**src/rtl/counter_step_monitor.sv**
```systemverilog
// counter_step_monitor: checks that each of CHANNELS counters advances by STEP (mod 2^WIDTH)
// between valid samples, and reports mismatches through a pulse, sticky flags, a saturating
// count and a first-failure capture.
// Ports:
//   clk, rst (sync, active-high), clear (sync clear of sticky/count/capture)
//   valid[CHANNELS]            per-channel sample strobe
//   cnt_in[CHANNELS*WIDTH]     channel i at [i*WIDTH +: WIDTH]
//   err_pulse[CHANNELS]        registered one-cycle mismatch pulse
//   err_sticky[CHANNELS]       mismatch seen since rst/clear
//   err_count[ERR_CNT_W]       saturating total mismatch count
//   ff_valid, ff_chan, ff_exp, ff_got   first-failure capture
// Optional: define COUNTER_STEP_MONITOR_FATAL_EN to stop simulation on the first mismatch.
module counter_step_monitor #(
   parameter int WIDTH     = 4,
   parameter int CHANNELS  = 4,
   parameter int STEP      = 1,
   parameter int ERR_CNT_W = 8,
   parameter bit STRICT    = 1'b1,
   localparam int CW = CHANNELS > 1 ? $clog2(CHANNELS) : 1
) (
   input  logic                      clk,
   input  logic                      rst,
   input  logic                      clear,
   input  logic [CHANNELS-1:0]       valid,
   input  logic [CHANNELS*WIDTH-1:0] cnt_in,
   output logic [CHANNELS-1:0]       err_pulse,
   output logic [CHANNELS-1:0]       err_sticky,
   output logic [ERR_CNT_W-1:0]      err_count,
   output logic                      ff_valid,
   output logic [CW-1:0]             ff_chan,
   output logic [WIDTH-1:0]          ff_exp,
   output logic [WIDTH-1:0]          ff_got
);
   localparam int NW = $clog2(CHANNELS + 1);
   localparam int SW = ERR_CNT_W + NW;
   typedef enum logic {IDLE, ARMED} state_t;
   state_t state [CHANNELS];
   state_t state_nx [CHANNELS];
   logic [WIDTH-1:0] past [CHANNELS];
   logic [WIDTH-1:0] got [CHANNELS];
   logic [WIDTH-1:0] exp_v [CHANNELS];
   logic [CHANNELS-1:0] mism;
   logic [NW-1:0] n_mism;
   logic [CW-1:0] first;
   logic [SW-1:0] sum;
   logic [ERR_CNT_W-1:0] count_nx;
   // Descending loop so the lowest failing index is the last to overwrite first.
   // A zero sample is never checked, which lets a counter wrap without a false error.
   always_comb begin
      mism = '0;
      n_mism = '0;
      first = '0;
      for (int i = CHANNELS - 1; i >= 0; i--) begin
         got[i] = cnt_in[i*WIDTH +: WIDTH];
         exp_v[i] = past[i] + WIDTH'(STEP);
         state_nx[i] = valid[i] ? ARMED : (STRICT ? IDLE : state[i]);
         mism[i] = valid[i] && state[i] == ARMED && got[i] != '0 && got[i] != exp_v[i];
         n_mism = n_mism + NW'(mism[i]);
         first = mism[i] ? CW'(i) : first;
      end
      sum = SW'(err_count) + SW'(n_mism);
      count_nx = sum > SW'({ERR_CNT_W{1'b1}}) ? '1 : sum[ERR_CNT_W-1:0];
   end
   always_ff @(posedge clk)
      for (int i = 0; i < CHANNELS; i++) begin
         if (rst) begin
            state[i] <= IDLE;
            past[i] <= '0;
         end else begin
            state[i] <= state_nx[i];
            if (valid[i]) past[i] <= got[i];
         end
      end
   always_ff @(posedge clk)
      if (rst) begin
         err_pulse <= '0;
         err_sticky <= '0;
         err_count <= '0;
         ff_valid <= 1'b0;
         ff_chan <= '0;
         ff_exp <= '0;
         ff_got <= '0;
      end else begin
         err_pulse <= mism;
         if (clear) begin
            err_sticky <= '0;
            err_count <= '0;
            ff_valid <= 1'b0;
            ff_chan <= '0;
            ff_exp <= '0;
            ff_got <= '0;
         end else begin
            err_sticky <= err_sticky | mism;
            err_count <= count_nx;
            if (!ff_valid && |mism) begin
               ff_valid <= 1'b1;
               ff_chan <= first;
               ff_exp <= exp_v[first];
               ff_got <= got[first];
            end
         end
      end
`ifdef COUNTER_STEP_MONITOR_FATAL_EN
   // An empty capture means no mismatch since rst/clear, so this fires only once.
   always_ff @(posedge clk)
      if (!rst && !ff_valid && |mism)
         $fatal(1, "counter_step_monitor: channel %0d expected %0d got %0d",
                first, exp_v[first], got[first]);
`else
`endif
endmodule

```
**config.mk**
```make
export PLATFORM = sky130hd
export DESIGN_NAME = counter_step_monitor
export DESIGN_NICKNAME = d
export VERILOG_FILES = /design/src/rtl/counter_step_monitor.sv
export SDC_FILE = /design/constraint.sdc
export NUM_CORES = 1
export LEC_CHECK = 0
export CAP_MARGIN = 15
export CELL_PAD_IN_SITES_DETAIL_PLACEMENT = 0
export CELL_PAD_IN_SITES_GLOBAL_PLACEMENT = 2
export CORE_MARGIN = 10
export CORE_UTILIZATION = 35
export DETAILED_ROUTE_END_ITERATION = 6
export HOLD_SLACK_MARGIN = 0.05
export PLACE_DENSITY = 0.94
export SETUP_SLACK_MARGIN = 0.05
export SYNTH_ARGS = -nofsm -noshare
export SYNTH_HDL_FRONTEND = slang
export SYNTH_SLANG_ARGS = --single-unit
export TNS_END_PERCENT = 1
```
**constraint.sdc**
```tcl
create_clock -name clk -period 5.3 [get_ports clk]
set_clock_uncertainty 0.15 [all_clocks]
set_input_delay 1.06 -clock clk [delete_from_list [all_inputs] [get_ports clk]]
set_output_delay 1.06 -clock clk [all_outputs]
set_load 0.005 [all_outputs]
```
==> flow_metrics.tcl <==
set metrics [dict create \
    rsz0062_at_grt "false" \
    fin_cells 402 \
    clockBufferDepth 2 \
    cts.sinks 47 \
    syn_area_per_cell_um2 10.21 \
    netlist_instances 252 \
    htreeDepth 2 \
    core_um2 7214 \
    die_w_um 105.8 \
    power_density_nw_per_um2 245.3 \
    drt_pass1_iterations 4 \
    setup_viol 0 \
    synth_mux_area_frac 0 \
    grt_pass1_vias 2128 \
    cp_max_fo 12 \
    n_antenna_cell 0 \
    slowest_stage "or4_4" \
    synth_ff_type "dfxtp_1" \
    portBuffers 49 \
    hold_path_class "reg -> reg" \
    final_hold_viol_count 0 \
    required_ns 5.37 \
    critPathTopFamily "simple AND/OR/NAND/NOR gates" \
    nFillCells 709 \
    gp_congestion 0.8587 \
    r2r_end "err_count[2]$_SDFF_PP0_" \
    worst_pin_slew_ns 0.6021 \
    final_common_cell "clkdlybuf4s50_1" \
    period_share 0.8428 \
    grt_pass1_wl_mm 10.89 \
    synth-xor-area-share 0.1240 \
    antenna_violating_nets_post_route 0 \
    drtIter0Drc 84 \
    root_buffer "clkbuf_8" \
    p_total_w 0.0008029 \
    status "completed" \
    grt_antenna_before_repair 0 \
    nets 333 \
    synth_cell_types 54 \
    reg2regPathDepth 14 \
    relSlewSlack 0.5973 \
    overflow 0 \
    criticalPathCategory "in -> reg" \
    dpl.cell_count 394 \
    setup.worst_path.start_class "input pin" \
    rows 31 \
    initial_utilization 0.3567 \
    synth_area_leaders "dfxtp_1, edfxtp_1, xnor2_1, and2_1, nor2_1" \
    cts_tree "yes" \
    die_y_um 105.8 \
    routed_wl_mm 6.539 \
    synth_top_area_share 0.2411 \
    hp-start "ff_got[1]$_SDFFE_PP0P_" \
    fin_crit_ns 4.467 \
    synth_top_family_by_area "simple AND/OR/NAND/NOR gates" \
    hpwl_mm 5.146 \
    syn_area_um2 2574 \
    path_cells "clkdlybuf4s50_1 > or4_4 > nand3_2 > a31o_4 > inv_2 > fa_1 > inv_1 > fa_1 > inv_1 > fa_1 > and3_1 > and3_1 > nand3_1 > a21oi_1" \
    synth_edf_count 16 \
    yosysWarnings 0 \
    ir_drop_mv 0.1661 \
    hold-path-cell-count 2 \
    drv_cap 0 \
    clk_pin_slew_ns 0.08 \
    synth_compound_area_frac 0.1565 \
    async_reset_ff_frac 0 \
    fmax_ghz 0.2239 \
    yosys.area_share.simple 0.2047 \
    cts_made_buffers 5 \
    cts-resized-gates 0 \
    grt.total_usage 0.1189 \
    hold_buffers 0 \
    dieArea_um2 11180 \
    rrSetupSlack_ns 1.39 \
    yosysSeqAreaShare 0.4278 \
    power_leakage_nw 1.219 \
    vias 2004 \
    synth_fa_ha_area_frac 0.04764 \
    drive_gt1_frac 0.09571 \
    setup_tns_ns 0 \
    detail_route.vias_per_cell 4.985 \
    synth_area_leader_cell "dfxtp_1" \
    path_common_cell "fa_1" \
    slew_violations 0 \
    drc 0 \
    syn_nets 283 \
    final_cell_mix "clkdlybuf4s50_1, dfxtp_1, nor2_1, xnor2_1, edfxtp_1" \
    wl_per_cell_um 16.27 \
    ys_ff_latch 47 \
    clkLatencyLatePin_ns 0.29 \
    post_cts_buffers 0 \
    grt_max_degree 22 \
    path_buf_inv 4 \
    ios 50 \
    arrival_ns 4.53 \
    syn_to_final_growth_pct 27.18 \
    critPathCaptureType "flop" \
    cp_slowest_stage_delay_ns 0.57 \
    worstHoldEndpoint "ff_got[1]$_SDFFE_PP0P_" \
    worstReg2RegStart "past[2][0]$_SDFFCE_PN0P_" \
]
## cell type report
type | count | area (um2) | share of cell area
Clock buffer | 6 | 93.84 | 0.02867
Clock inverter | 2 | 8.758 | 0.002676
Inverter | 14 | 55.05 | 0.01682
Multi-Input combinational cell | 182 | 1378 | 0.4209
Sequential cell | 47 | 1101 | 0.3364
Tap cell | 99 | 123.9 | 0.03784
Timing Repair Buffer | 52 | 513.0 | 0.1567
## sequential cells by signal, indices dropped and copies added (netlist names)
| name | cells |
|---|---|
| state | 4 |
| ff_got | 4 |
| err_count | 8 |
| ff_valid | 1 |
| ff_chan | 2 |
| err_sticky | 4 |
| past | 16 |
| ff_exp | 4 |
| err_pulse | 4 |
## worst reg2reg max path, delay by kind of cell (launching register included)
kind                     cells  cell delay, ns
XOR/XNOR                     1            0.17
AO/OA/AOI/OAI                2            0.49
AND/OR/NAND/NOR              4            0.83
buffers and inverters        3            0.26
flip-flops                   1            0.48
adder cells (fa/ha/maj)      4            1.45
## worst max-delay path by stage
stage          startpoint                      end  slack (ns)  cells past startpoint
4_1_cts         cnt_in[8]  err_count[0]$_SDFF_PP0_        0.83                     14
3_3_place_gp    cnt_in[8]  err_count[1]$_SDFF_PP0_        0.66                     14
2_1_floorplan   cnt_in[2]  err_count[0]$_SDFF_PP0_        1.29                     13
6_report        cnt_in[8]  err_count[2]$_SDFF_PP0_        0.83                     14
5_1_grt         cnt_in[8]  err_count[2]$_SDFF_PP0_        0.59                     14
3_5_place_dp    cnt_in[8]  err_count[1]$_SDFF_PP0_        0.53                     14
## synthesized netlist by cell type (2+ instances only)
library cell,instances
o31ai_1,2
nand3_1,11
a21oi_1,12
o21a_1,7
or4_1,2
a32o_1,3
nor2b_1,11
and3_1,6
nand2_1,6
nor2_1,25
xnor3_1,3
xnor2_1,16
or3_1,3
or2_2,5
fa_1,3
buf_2,4
a221oi_2,3
o21ai_0,3
o32ai_1,5
dfxtp_1,31
nor3_1,2
inv_1,12
and2_1,15
xor2_1,10
clkbuf_1,3
edfxtp_1,16
a221oi_1,2
ha_1,5
## logic make-up (layout without fill, tap and decap cells)
group	Yosys count	in the layout
AOI/OAI and AO/OA	50	50
adders and majority gates	8	8
and+or+nand+nor	94	94
xor gates and xnor gates	30	30
DFF	47	47
buffers and inverters	23	74
## power breakdown
| group | switching, W | internal, W |
|---|---|---|
| logic | 0.0000761 | 0.0000827 |
| clock network | 0.000116 | 0.000119 |
| registers | 0.0000161 | 0.000393 |
## layer usage
metal  wire [um]  track usage
met5           0            0
met1        2969       0.1509
met3         497      0.04629
met2        3011       0.1864
met4          60      0.02611
## stage by stage
stage                     setup WS, ns    util  instance area, um2  hold slack (ns)
after detailed placement        0.5348  0.4395                3171           0.2987
final                           0.8334  0.4537                3273           0.3055
after CTS                       0.8294  0.4537                3273           0.3116
after global placement          0.6640  0.4395                3171           0.2987
after global routing            0.5877  0.4537                3273           0.3353
after floorplan                  1.294       -                2574           0.2988
(Power assumes the default switching activity.)
